$ cat config.mk
export PLATFORM = sky130hd
export DESIGN_NAME = port_timer
export DESIGN_NICKNAME = d
export VERILOG_FILES = /design/src/rtl/port_timer_pkg.sv /design/src/rtl/timer_prescaler.sv /design/src/rtl/port_timer.sv
export SDC_FILE = /design/constraint.sdc
export NUM_CORES = 1
export LEC_CHECK = 0
export ABC_AREA = 1
export CORE_MARGIN = 5
export CORE_UTILIZATION = 50
export CTS_BUF_LIST = sky130_fd_sc_hd__clkbuf_8 sky130_fd_sc_hd__clkbuf_16
export DETAILED_ROUTE_END_ITERATION = 7
export PLACE_DENSITY = 0.73
export SKIP_CTS_REPAIR_TIMING = 1
export SYNTH_ARGS = -nofsm -noshare
export SYNTH_HDL_FRONTEND = slang
export SYNTH_SLANG_ARGS = --single-unit
$ cat constraint.sdc
create_clock -name clk -period 1.6 [get_ports clk]
set_input_delay 0.32 -clock clk [delete_from_list [all_inputs] [get_ports clk]]
set_output_delay 0.32 -clock clk [all_outputs]
set_load 0.02 [all_outputs]
$ cat src/rtl/port_timer_pkg.sv
// Shared register map and CTRL bit layout for the port-mapped countdown timer.
package port_timer_pkg;
  localparam logic [7:0] OFF_CTRL     = 8'd0;
  localparam logic [7:0] OFF_STATUS   = 8'd1;
  localparam logic [7:0] OFF_RELOAD   = 8'd2;
  localparam logic [7:0] OFF_COUNT    = 8'd3;
  localparam logic [7:0] OFF_PRESCALE = 8'd4;
  localparam logic [7:0] NUM_REGS     = 8'd5;

  localparam int CTRL_EN   = 0;
  localparam int CTRL_AUTO = 1;
  localparam int CTRL_IE   = 2;
  localparam int CTRL_W    = 3;
endpackage

$ cat src/rtl/timer_prescaler.sv
// Free-running prescaler: emits a one-cycle tick every limit+1 enabled clocks.
module timer_prescaler (
  input  logic       clk,
  input  logic       rst,
  input  logic       en,
  input  logic       clear,
  input  logic [7:0] limit,
  output logic       tick
);
  logic [7:0] cnt_q, cnt_d;

  // >= so that lowering limit below the running count wraps at once instead of rolling over 255
  assign tick = en & (cnt_q >= limit);

  always_comb begin
    cnt_d = cnt_q;
    if (clear)     cnt_d = 8'd0;
    else if (tick) cnt_d = 8'd0;
    else if (en)   cnt_d = cnt_q + 8'd1;
  end

  always_ff @(posedge clk or negedge rst) begin
    if (!rst) cnt_q <= 8'd0;
    else      cnt_q <= cnt_d;
  end
endmodule

$ cat src/rtl/port_timer.sv
// Port-bus countdown timer with reload, auto-repeat and a level interrupt on expiry.
module port_timer
  import port_timer_pkg::*;
#(
  parameter logic [7:0] BASE_ADDR = 8'h10
) (
  input  logic       clk,
  input  logic       rst,
  input  logic       cen,
  input  logic [7:0] port_adr_i,
  input  logic       port_cyc_i,
  input  logic       port_stb_i,
  input  logic       port_we_i,
  input  logic [7:0] port_dat_i,
  output logic [7:0] port_dat_o,
  output logic       port_ack_o,
  output logic       int_req_o,
  input  logic       int_ack_i
);
  logic              ack_q, ack_d;
  logic [CTRL_W-1:0] ctrl_q, ctrl_d;
  logic              exp_q, exp_d;
  logic [7:0]        reload_q, reload_d;
  logic [7:0]        count_q, count_d;
  logic [7:0]        prescale_q, prescale_d;

  logic [7:0] off;
  logic       sel, wr, tick, expire, presc_clr;
  logic       wr_ctrl, wr_status, wr_reload, wr_prescale;
  logic [7:0] rd_data;

  assign off = port_adr_i - BASE_ADDR;
  assign sel = port_cyc_i & port_stb_i & (off < NUM_REGS);
  assign wr  = ack_q & sel & port_we_i;

  assign wr_ctrl     = wr & (off == OFF_CTRL);
  assign wr_status   = wr & (off == OFF_STATUS);
  assign wr_reload   = wr & (off == OFF_RELOAD);
  assign wr_prescale = wr & (off == OFF_PRESCALE);

  assign expire    = tick & (count_q == 8'd0);
  assign presc_clr = wr_reload | (wr_ctrl & port_dat_i[CTRL_EN] & ~ctrl_q[CTRL_EN]);

  timer_prescaler u_presc (
    .clk   (clk),
    .rst   (rst),
    .en    (ctrl_q[CTRL_EN] & cen),
    .clear (presc_clr),
    .limit (prescale_q),
    .tick  (tick)
  );

  always_comb begin
    ack_d      = sel & ~ack_q;
    ctrl_d     = ctrl_q;
    exp_d      = exp_q;
    reload_d   = reload_q;
    count_d    = count_q;
    prescale_d = prescale_q;

    if (expire & ~ctrl_q[CTRL_AUTO]) ctrl_d[CTRL_EN] = 1'b0;
    if (wr_ctrl)                     ctrl_d = port_dat_i[CTRL_W-1:0];

    // set beats clear so a coincident acknowledge cannot lose an expiry
    if (int_ack_i | (wr_status & port_dat_i[0])) exp_d = 1'b0;
    if (expire)                                  exp_d = 1'b1;

    if (tick) begin
      if (count_q != 8'd0)        count_d = count_q - 8'd1;
      else if (ctrl_q[CTRL_AUTO]) count_d = reload_q;
    end
    if (wr_reload) begin
      reload_d = port_dat_i;
      count_d  = port_dat_i;
    end
    if (wr_prescale) prescale_d = port_dat_i;
  end

  always_ff @(posedge clk or negedge rst) begin
    if (!rst) begin
      ack_q      <= 1'b0;
      ctrl_q     <= '0;
      exp_q      <= 1'b0;
      reload_q   <= 8'd0;
      count_q    <= 8'd0;
      prescale_q <= 8'd0;
    end else begin
      ack_q      <= ack_d;
      ctrl_q     <= ctrl_d;
      exp_q      <= exp_d;
      reload_q   <= reload_d;
      count_q    <= count_d;
      prescale_q <= prescale_d;
    end
  end

  always_comb begin
    rd_data = 8'h00;
    case (off)
      OFF_CTRL:     rd_data = {{(8-CTRL_W){1'b0}}, ctrl_q};
      OFF_STATUS:   rd_data = {7'd0, exp_q};
      OFF_RELOAD:   rd_data = reload_q;
      OFF_COUNT:    rd_data = count_q;
      OFF_PRESCALE: rd_data = prescale_q;
      default:      rd_data = 8'h00;
    endcase
  end

  // zero outside the ack cycle so several peripherals can share an OR-ed read bus
  assign port_dat_o = ack_q ? rd_data : 8'h00;
  assign port_ack_o = ack_q;
  assign int_req_o  = exp_q & ctrl_q[CTRL_IE];
endmodule

# Word-level counts from Yosys, hierarchy flattened
# Cells that the tools add are included.
# classes
bitwise_logic,22
n_reduce_logical,9
n_mul,0
addsub,3
magnitude_cmp,2
shift,0
n_mux,13
n_div,0
eq_ne,4
# op_table
operator,count
8-bit two-way mux,8
8-bit case mux with 5 select lines,1
1-bit AND,17
8-bit by 2-bit == test with 1-bit output (second input constant),2
8-bit zero test,2
8-bit by 1-bit adder with 8-bit output (second input constant),1
8-bit by 1-bit == test with 1-bit output (second input constant),1
8-bit by 3-bit == test with 1-bit output (second input constant),1
8-bit greater-or-equal comparator,1
8-bit by 3-bit less-than comparator with 1-bit output (second input constant),1
8-bit nonzero test,1
8-bit by 1-bit subtractor with 8-bit output (second input constant),1
8-bit by 5-bit subtractor with 8-bit output (second input constant),1
2-bit nonzero test,3
3-bit nonzero test,2
1-bit two-way mux,4
1-bit NOT,3
1-bit OR,2
2-bit AND reduction,1
# word_totals
word_cells,61
out_inout_bits,10
ramBits,0
mem_count,0
regBits,37
mem_bits_ro,0
in_bits,23
latchBits,0

# Longest topological paths before layout
# logic_depth
word_depth,10
ltp_mapped,14
mapped_depth_nobuf,14

# By module
# A second synthesis with hierarchy kept.
# unflattened
cells_unflattened,386
area_unflattened_um2,2761.4
# by_module_without_submodules
module,instances,cells_per_inst,seq_area_each_um2,area_each_um2
port_timer,1,280,725.7,2048.2
timer_prescaler,1,106,200.2,713.2

# Least setup slack after synthesis
# OpenSTA, ideal clock, no wires.
# synth_path
path_kind,input to output
from,input port_adr_i[7]
to,output port_dat_o[0]
required_time_ns,1.280
n_path_buf,0
cell_stages,7
arrival_ns,1.450
setup_slack_ns,-0.170
cell_sequence,inv_1 > nand2_2 > nor2_4 > nand4_1 > o21ai_0 > nor2_1 > a21oi_1
# synth_via
elab_chain_cells,4
elab_cells_between_ends,8
classes_between,add/sub: 1; eq/ne: 4; mux: 2; reduce/logical: 1
# synth_rtl
element,line_no,source
"start, declared",port_timer.sv:10,"input logic [7:0] port_adr_i,"
8-bit by 5-bit subtractor with 8-bit output (*),port_timer.sv:32,assign off = port_adr_i - BASE_ADDR;
8-bit by 3-bit == test with 1-bit output (tied with other cells),port_timer.sv:99,case (off)
8-bit case mux with 5 select lines (*),port_timer.sv:99,
8-bit two-way mux (*),port_timer.sv:110,assign port_dat_o = ack_q ? rd_data : 8'h00;
"end, declared",port_timer.sv:15,"output logic [7:0] port_dat_o,"
# Every way passes the cells marked *; elsewhere a longest branch is shown, timed or not.

# Worst setup path after layout
# Ends and elaborated chain as after synthesis.

==> impl_metrics.toml <==
[drt]
drt_iter0_markers = 157
viasPerCell = 5.221
drc = 0
vias = 2788
dr.pass1.iters = 4
wirelength_mm = 7.822
antenna_left = 0
post_drt_wl_per_cell_um = 14.65

[pwr]
power_per_cell_area_nw_per_um2 = 440.6
p_seq_share_pct = 53.6
peakVddDrop_v = 0.0003783
leakagePower_nw = 2.090
swShare_pct = 23.48
internal_power_mw = 1.335
combPwrFrac_pct = 7.9
p_clk_share_pct = 38.5
p_sw_uw = 409.6

[synthesis]
yosysWarnings = 0
synth_edf_count = 0
syn-cell-area_um2 = 2586
synth_cells = 358
yosysSeqAreaShare_pct = 35.80
avgSynthCellArea_um2 = 7.224
synth_cell_types = 31
synth-seq-cells = 37
synth_fp_nets = 392
synth_ff_type = "dfrtp_1"
async_reset_ff_share_pct = 100.0

[clock_tree]
worstSkewPairLatency_ns = 0.29
cts_buffers = 5
cts.path.max_buffers = 2
htreeDepth = 2
tritoncts = "done"
clk_pin_slew_ns = 0.08
cts-root-buf = "clkbuf_8"
cts.sinks = 37

[global_routing]
grt_pass1_wl_mm = 11.35
grt_pass1_vias = 2541
grt-ovfl-total = 0
grt_max_degree = 38
antenna_found_initial = 0
grt.total_usage_pct = 21.80

[final_layout]
mostFrequentLayoutCell = "nand2_1"
area_growth_pct = 53.07
drive_gt1_share_pct = 37.07
diodes = 0
final_util_pct = 78.01
n_fill_cell = 350
nNetsFinal = 498
final_area_um2 = 3959
multi_input_area_um2 = 1707
final-seq-area_um2 = 925.9
final_cell_mix = "90 x nand2_1, 66 x buf_4, 39 x inv_1"

[setup_path]
arrival_ns = 1.57
required_ns = 1.28
critical_path_peak_fanout = 4
max_stage_delay_ns = 0.22
worstSetupEndpointType = "output pin"
critPathLaunchType = "input pin"
worst_path_max_delay_cell = "nor2_4"
path_class = "input pin to output pin"
crit_chain = "buf_6, inv_2, nand2_2, nor2_4, nand2_4, nor2_4, inv_2, o21ai_2, nor2_2, a21oi_2, buf_6"

[sta]
fmax_ghz = 0.5297
worst_slack_ns = -0.2879
rsz0062_at_grt = "yes"
hold_viol_final = 0
fin_crit_ns = 1.888
timing.hold.ws_ns = 0.07153
slew_headroom_pct = 66.89
setup_viol = 29
skew_ns = 0.01037
tightestPinTransition_ns = 0.4966
slew_viol_final = 0
min_period_over_period_pct = 118.0

[floorplan]
initial_utilization_pct = 50.96
die_h_um = 81.92
rows = 26
dieWidth_um = 81.92
die-area_um2 = 6711
core_um2 = 5075
boundaryPins = 33

[status]
outcome = "complete, but fails checks"
violations = "negative setup slack"

[placement]
io_buffers = 32
placed_area_um2 = 3430
dp_hpwl_mm = 5.271
gp_congestion = 0.9003

[hold_path]
hold_class = "input pin to async pin"

[flow_run]
drv_cap = 0
## final timing paths
path	slack [ns]	endpoint	from	cells after the start
max	-0.29	port_dat_o[0]	port_adr_i[7]	11
min	0.07	prescale_q[1]	rst	2
max reg2reg	-0.19	count_q[4]	u_presc.cnt_q[5]	9
min reg2reg	0.51	ctrl_q[1]	ctrl_q[1]	2
max in group asynchronous	1.18	reload_q[4]	rst	2
min in group clk	0.51	port_ack_o	port_stb_i	6
## per-stage QoR
| stage | power, mW | TNS (ns) | std cells | worst slack (ns) |
|---|---|---|---|---|
| 3_3_place_gp | 1.082 | -29.08 | 510 | -1.137 |
| 5_1_grt | 1.807 | -6.351 | 534 | -0.3279 |
| 4_1_cts | 1.739 | -20.63 | 517 | -1.196 |
| 6_report | 1.744 | -3.783 | 534 | -0.2879 |
| 3_5_place_dp | 1.084 | -31.15 | 510 | -1.195 |
| 2_1_floorplan | 0.9867 | -0.06222 | 358 | -0.05388 |
## critical path, delay by kind of cell
| family | cells | cell delay (ns) |
|---|---|---|
| AO/OA/AOI/OAI | 2 | 0.30 |
| buffers and inverters | 4 | 0.33 |
| AND/OR/NAND/NOR | 5 | 0.62 |
## registers in the layout (all words and copies together) (netlist names)
signal,cells
prescale_q,8
exp_q,1
count_q,8
ctrl_q,3
port_ack_o,1
reload_q,8
u_presc.cnt_q,8
## cell type report
cell class | count | area share [%]
flip-flops and latches | 37 | 23.39
well taps | 70 | 2.212
inverters | 57 | 5.910
repair buffers | 105 | 23.20
clock inverters | 1 | 0.09482
multi-input cells | 258 | 43.11
clock buffers | 6 | 2.086
## cells in the mapped netlist, drive strengths merged, types with 3 or more instances
cell	instances	area, µm²
buf	7	61.30
o22ai	5	31.28
inv	57	214.0
o221ai	3	26.28
o21ai	37	185.2
dfrtp	37	925.9
a21oi	5	25.02
nand3	22	137.6
ha	11	137.6
nor2	36	187.7
nand4	14	102.6
nand2	110	437.9
xor2	6	52.55
## power groups by stage
stage | clock network (mW) | logic [mW] | registers [mW]
floorplan | 0 | 0.0331 | 0.954
global placement | 0 | 0.129 | 0.953
detailed placement | 0 | 0.131 | 0.953
CTS | 0.673 | 0.131 | 0.935
global route | 0.723 | 0.150 | 0.934
finish | 0.671 | 0.138 | 0.935
## cell families (layout without fill, tap and decap cells)
family / after synthesis / count (layout) / synth area share (%)
compound gates: 55 / 55 / 11.80
simple gates: 183 / 184 / 33.72
xor+xnor: 8 / 8 / 2.709
buf+inv: 64 / 169 / 10.64
fa+ha+maj: 11 / 11 / 5.322
flops: 37 / 37 / 35.80
## per-layer routing
metal / GRT usage (%) / up-vias / routed length [µm]
li1: - / 1371 / -
met1: 28.26 / 1329 / 3206
met2: 38.13 / 76 / 4200
met3: 3.728 / 12 / 315
met4: 4.319 / 0 / 99
met5: 0 / - / 0
(Power assumes the default switching activity.)
==> RTL change 1, RTL diff (config.mk and constraints unchanged) <==
Set the package constant `CTRL_W` to 5 (it was 3).
--- a/src/rtl/port_timer_pkg.sv
+++ b/src/rtl/port_timer_pkg.sv
@@ -10,6 +10,6 @@
   localparam int CTRL_EN   = 0;
   localparam int CTRL_AUTO = 1;
   localparam int CTRL_IE   = 2;
-  localparam int CTRL_W    = 3;
+  localparam int CTRL_W    = 5;
 endpackage
 
Function: changed (a bounded check fails within 4 cycles, from zero or initial values and one cycle with rst low).
==> RTL change 1 against the unedited design <==
- worst hold slack lost 0.0067 ns
- final cell count increased by 3.2%
- highest routed layer unchanged
- power rose by 15%
- critical path depth decreased by 1
- sequential share of layout area is essentially flat
- setup slack worse by 0.12 ns
- clock power grew 30%
- wire length grew 16%
- the run still ends with negative setup slack left
- cell area up 5.6%
- critical endpoint is now port_dat_o[5]
- first-iteration DRC count is 62% higher
- sequential cell count is 2 higher
- synthesized area is 3.3% higher
==> RTL change 1: results (changes against the unedited design) <==
\begin{tabular}{lr}
\hline
Metric & Value \\
\hline
\multicolumn{2}{l}{\textbf{Critical path}} \\
\quad Setup slack of the most critical reg-to-reg path & -0.25 ns (-0.06 ns) \\
\quad Critical register-to-register path endpoint & u\_presc.cnt\_q[3] \\
\quad Startpoint of the worst-slack reg-to-reg timing path & prescale\_q[7] \\
\quad Number of cells on the worst reg-to-reg path & 11 (+2) \\
\quad Launching element of the worst setup path & port\_adr\_i[3] \\
\quad Arrival @ worst endpoint & 1.69 ns (+0.12 ns) \\
\quad Capturing instance or port of the critical path & port\_dat\_o[5] \\
\multicolumn{2}{l}{\textbf{STA}} \\
\quad Hold slack final & 0.0648 ns (-0.00669 ns) \\
\quad Final setup skew & 0.00509 ns (-0.00528 ns) \\
\quad Actual transition at the worst max-transition pin & 0.523 ns (+0.0265 ns) \\
\quad Final setup fails & 29 (unchanged) \\
\quad Worst Setup Slack, final & -0.408 ns (-0.120 ns) \\
\multicolumn{2}{l}{\textbf{Placement}} \\
\quad Half-perimeter wire length of the detailed placement result & 5.69 mm (+8.0\%) \\
\quad Total instance count after detailed placement & 527 (+3.3\%) \\
\quad Gpl congestion & 0.888 (-1.4\%) \\
\quad Dpl cell area & 3570 µm² (+4.2\%) \\
\multicolumn{2}{l}{\textbf{Finish}} \\
\quad Fin cells & 551 (+3.2\%) \\
\quad Fraction of final layout cells with drive strength greater than 1 & 0.385 (+0.0139) \\
\multicolumn{2}{l}{\textbf{GRT}} \\
\quad Maximum number of pins on one net before global-route repair & 40 (+5.3\%) \\
\quad First-pass GRT wire length & 12.6 mm (+11\%) \\
\quad GRT Resource Usage Total & 0.222 (+0.00412) \\
\quad Number of global-route vias before repair & 2612 (+2.8\%) \\
\multicolumn{2}{l}{\textbf{Run status}} \\
\quad Violated checks & negative setup slack \\
\quad Result of the run & complete, but fails checks \\
\multicolumn{2}{l}{\textbf{Synth}} \\
\quad Sequential element share of the synthesized area & 0.365 (+0.00733) \\
\quad Cell types with the highest counts after synthesis & 109 x nand2\_1, 54 x inv\_1, 39 x dfrtp\_1, 34 x nor2\_1, 25 x o21ai\_0 \\
\quad Net count after synthesis & 406 (+3.6\%) \\
\quad Average instance area after synthesis & 7.18 µm² (-0.60\%) \\
\quad Leading post-synthesis cells by cell area & dfrtp\_1 37\%, nand2\_1 15\%, inv\_1 7.6\% \\
\quad Post-synthesis cell type count & 36 (+16\%) \\
\multicolumn{2}{l}{\textbf{Route}} \\
\quad Average wire per standard cell & 16.5 µm (+13\%) \\
\quad Detailed router's first-iteration violation count & 255 (+62\%) \\
\quad Total number of vias & 3015 (+8.1\%) \\
\multicolumn{2}{l}{\textbf{Power}} \\
\quad Max VDD drop & 0.552 mV (+46\%) \\
\quad P\_leak & 2.20 nW (+5.1\%) \\
\hline
\end{tabular}
RTL change 1: how the worst min path moves through the flow:
stage,from,end,depth (start not counted)
after global routing,rst,reload_q[3],2
after detailed placement,rst,reload_q[4],2
after CTS,rst,reload_q[4],2
final,rst,reload_q[3],2
after global placement,rst,reload_q[3],2
after floorplan,rst,count_q[0],0
RTL change 1: stage by stage:
step / util / setup TNS [ns] / worst slack, ns
after detailed placement: 0.695 / -29.19 / -1.10
after global placement: 0.695 / -27.91 / -1.07
after floorplan: - / -0.00605 / -0.00418
after global routing: 0.813 / -8.40 / -0.415
final: 0.813 / -5.88 / -0.408
after CTS: 0.718 / -18.48 / -1.10
RTL change 1: worst max-delay path: cells and delay by family:
kind | cells | cell delay, ns
compound gates | 1 | 0.27
buf+inv | 5 | 0.78
simple gates | 4 | 0.30
RTL change 1: layout make-up:
cell class	instances	area, µm²
Clock inverter	2	35.0
Tap cell	70	87.6
Inverter	56	241
Sequential cell	39	976
Fill cell	324	961
Timing Repair Buffer	107	951
Clock buffer	6	82.6
Multi-Input combinational cell	271	1810
RTL change 1: power breakdown:
group	leakage, nW	internal (mW)	switching, mW
clock network	0.0612	0.505	0.369
registers	0.524	0.985	0.0000676
logic	1.61	0.0682	0.0828
total	2.20	1.56	0.452
RTL change 1: kinds of logic after synthesis:
group,after synthesis,synth area share
buf+inv,63,0.0960
fa+ha+maj,11,0.0515
flops,39,0.365
simple gates,196,0.348
compound gates,57,0.119
xor+xnor,6,0.0197
RTL change 1: routing by layer:
metal	GRT usage	share of wire	wire length, µm	vias to the layer above
met2	0.356	0.49	4470	125
met4	0.0446	0.033	297	0
met3	0.0436	0.058	527	32
met1	0.313	0.42	3820	1435
li1	-	-	-	1423
met5	0	0	0	-
==> RTL change 2, RTL diff (config.mk and constraints unchanged) <==
Without the edit above. Remove the case item `OFF_CTRL` of the case on `off`.
--- a/src/rtl/port_timer.sv
+++ b/src/rtl/port_timer.sv
@@ -97,7 +97,6 @@
   always_comb begin
     rd_data = 8'h00;
     case (off)
-      OFF_CTRL:     rd_data = {{(8-CTRL_W){1'b0}}, ctrl_q};
       OFF_STATUS:   rd_data = {7'd0, exp_q};
       OFF_RELOAD:   rd_data = reload_q;
       OFF_COUNT:    rd_data = count_q;
Check against the original RTL: not equivalent (Yosys sat finds a counterexample within 4 cycles, from zero or initial values and one cycle with rst low).
==> RTL change 2 against the unedited design <==
- the flow still finishes with violations (negative setup slack)
- power rose by 1.7%
- cell area rose by 1.9%
- final cell count rose by 0.19%
- clock power rose by 2%
- synthesized area barely moved
- first-iteration DRC count rose by 14%
- synthesized cell count rose by 0.56%
- wire length rose by 3.0%
- sequential cell count did not move
- core utilization rose by 1.5 points
- die area barely moved
- setup slack improved by 0.043 ns
- sequential power barely moved
- critical endpoint is now count_q[3]
- largest power group unchanged
==> RTL change 2: results (changes against the unedited design) <==
\begin{tabular}{lr}
\hline
Metric & Value \\
\hline
\multicolumn{2}{l}{\textbf{Power}} \\
\quad Clock-net power & 685 µW (+2\%) \\
\quad Total power consumption of the routed design & 1.77 mW (+1.7\%) \\
\quad Power Internal & 1.34 mW (+0.70\%) \\
\quad P\_leak & 2.15 nW (+2.7\%) \\
\quad Power in combinational cells & 155 µW (+12\%) \\
\quad Max VDD drop & 0.426 mV (+13\%) \\
\multicolumn{2}{l}{\textbf{Finish}} \\
\quad Fraction of final layout cells with drive strength greater than 1 & 0.404 (+0.0336) \\
\quad Filler Cells Inserted & 345 (-1.4\%) \\
\quad Number of nets in the layout & 499 (+0.20\%) \\
\quad Area of the multi-input gates & 1790 µm² (+5.0\%) \\
\multicolumn{2}{l}{\textbf{Synth}} \\
\quad Post-synthesis cell type count & 35 (+13\%) \\
\quad Leading post-synthesis cells by cell area & dfrtp\_1 36\%, nand2\_1 16\%, inv\_1 6.8\% \\
\quad Sequential element share of the synthesized area & 0.358 (about the same) \\
\quad Average instance area after synthesis & 7.19 µm² (-0.46\%) \\
\quad Cell types with the highest counts after synthesis & 108 x nand2\_1, 47 x inv\_1, 37 x dfrtp\_1, 27 x o21ai\_0, 26 x nor2\_1 \\
\multicolumn{2}{l}{\textbf{GRT}} \\
\quad Met1 track demand over resource & 0.297 (+0.0140) \\
\quad Fraction of met2 tracks used by global routing & 0.362 (-0.0194) \\
\quad Number of global-route vias before repair & 2518 (-0.91\%) \\
\quad GRT Resource Usage Total & 0.221 (+0.00267) \\
\multicolumn{2}{l}{\textbf{Run status}} \\
\quad Result of the run & complete, but fails checks \\
\quad Violated checks & negative setup slack \\
\multicolumn{2}{l}{\textbf{Critical path}} \\
\quad Maximum fanout count along the critical path & 6 (+2) \\
\quad Slowest Stage Delay on Critical Path & 0.42 ns (+0.20 ns) \\
\multicolumn{2}{l}{\textbf{STA}} \\
\quad Final setup fails & 26 (-10\%) \\
\quad Sum Neg Setup Slack & -3.88 ns (-0.0940 ns) \\
\quad Normalized max-slew margin & 0.674 (+0.00543) \\
\quad Worst Setup Slack, final & -0.245 ns (+0.0426 ns) \\
\quad Final setup skew & 0.00199 ns (-0.00837 ns) \\
\multicolumn{2}{l}{\textbf{Route}} \\
\quad Per-cell via count in the routed design & 5.25 (+0.53\%) \\
\quad Average wire per standard cell & 15.1 µm (+2.8\%) \\
\quad Metal1 wirelength & 3.41 mm (+6.5\%) \\
\quad Routed wire length & 8.06 mm (+3.0\%) \\
\quad Detailed router's first-iteration violation count & 179 (+14\%) \\
\quad Detailed-routed wire length on met2 & 4.00 mm (-4.8\%) \\
\multicolumn{2}{l}{\textbf{Placement}} \\
\quad Dpl cell area & 3420 µm² (-0.29\%) \\
\quad Half-perimeter wire length of the detailed placement result & 5.18 mm (-1.7\%) \\
\quad Total instance count after detailed placement & 513 (+0.59\%) \\
\quad Gpl congestion & 0.875 (-2.8\%) \\
\hline
\end{tabular}
## RTL change 2: cell types whose count changed after synthesis, moves of 3 or more
cell      change
buf_4         -3
o21ai_0      +12
inv_1         -6
nor2_1        -4
o21ai_1      -12
nand2_1       +4
nor3_1        +6
o221ai_1      -3
o22ai_1       -3
nand3_1       +7
buf_2         +4
## RTL change 2: layout make-up
cell class / count / area share
Multi-Input combinational cell: 266 / 0.444
Timing Repair Buffer: 104 / 0.233
Sequential cell: 37 / 0.230
Inverter: 51 / 0.0499
Tap cell: 70 / 0.0217
Clock buffer: 6 / 0.0205
Clock inverter: 1 / 0.000931
## RTL change 2: cells by family (layout without fill, tap and decap cells)
| family | Yosys count | after routing | synth area share |
|---|---|---|---|
| AO/OA/AOI/OAI | 48 | 48 | 0.100 |
| XOR/XNOR | 7 | 7 | 0.0237 |
| adder cells (fa/ha/maj) | 11 | 11 | 0.0532 |
| buffers and inverters | 58 | 162 | 0.0894 |
| flip-flops | 37 | 37 | 0.358 |
| AND/OR/NAND/NOR | 199 | 200 | 0.376 |
## RTL change 2: worst reg2reg max path, stage by stage, from the launching register on
cell,delay [ns]
dfrtp_1,0.42
ha_4,0.30
nand2_4,0.05
nor2_4,0.14
nand4_1,0.17
nand3_4,0.12
buf_6,0.10
nand3_4,0.14
buf_12,0.19
nand3_2,0.07
nand2_1,0.05
## RTL change 2: worst paths after layout
path                                   from               end  slack, ns  cells after the start
hold / removal                          rst        count_q[1]       0.07                      2
min in group clk              port_adr_i[3]        port_ack_o       0.35                      4
hold reg to reg                 reload_q[3]       reload_q[3]       0.49                      2
setup / recovery           u_presc.cnt_q[5]        count_q[3]      -0.25                     10
max in group asynchronous               rst  u_presc.cnt_q[3]       1.20                      2
setup reg to reg           u_presc.cnt_q[5]        count_q[3]      -0.25                     10
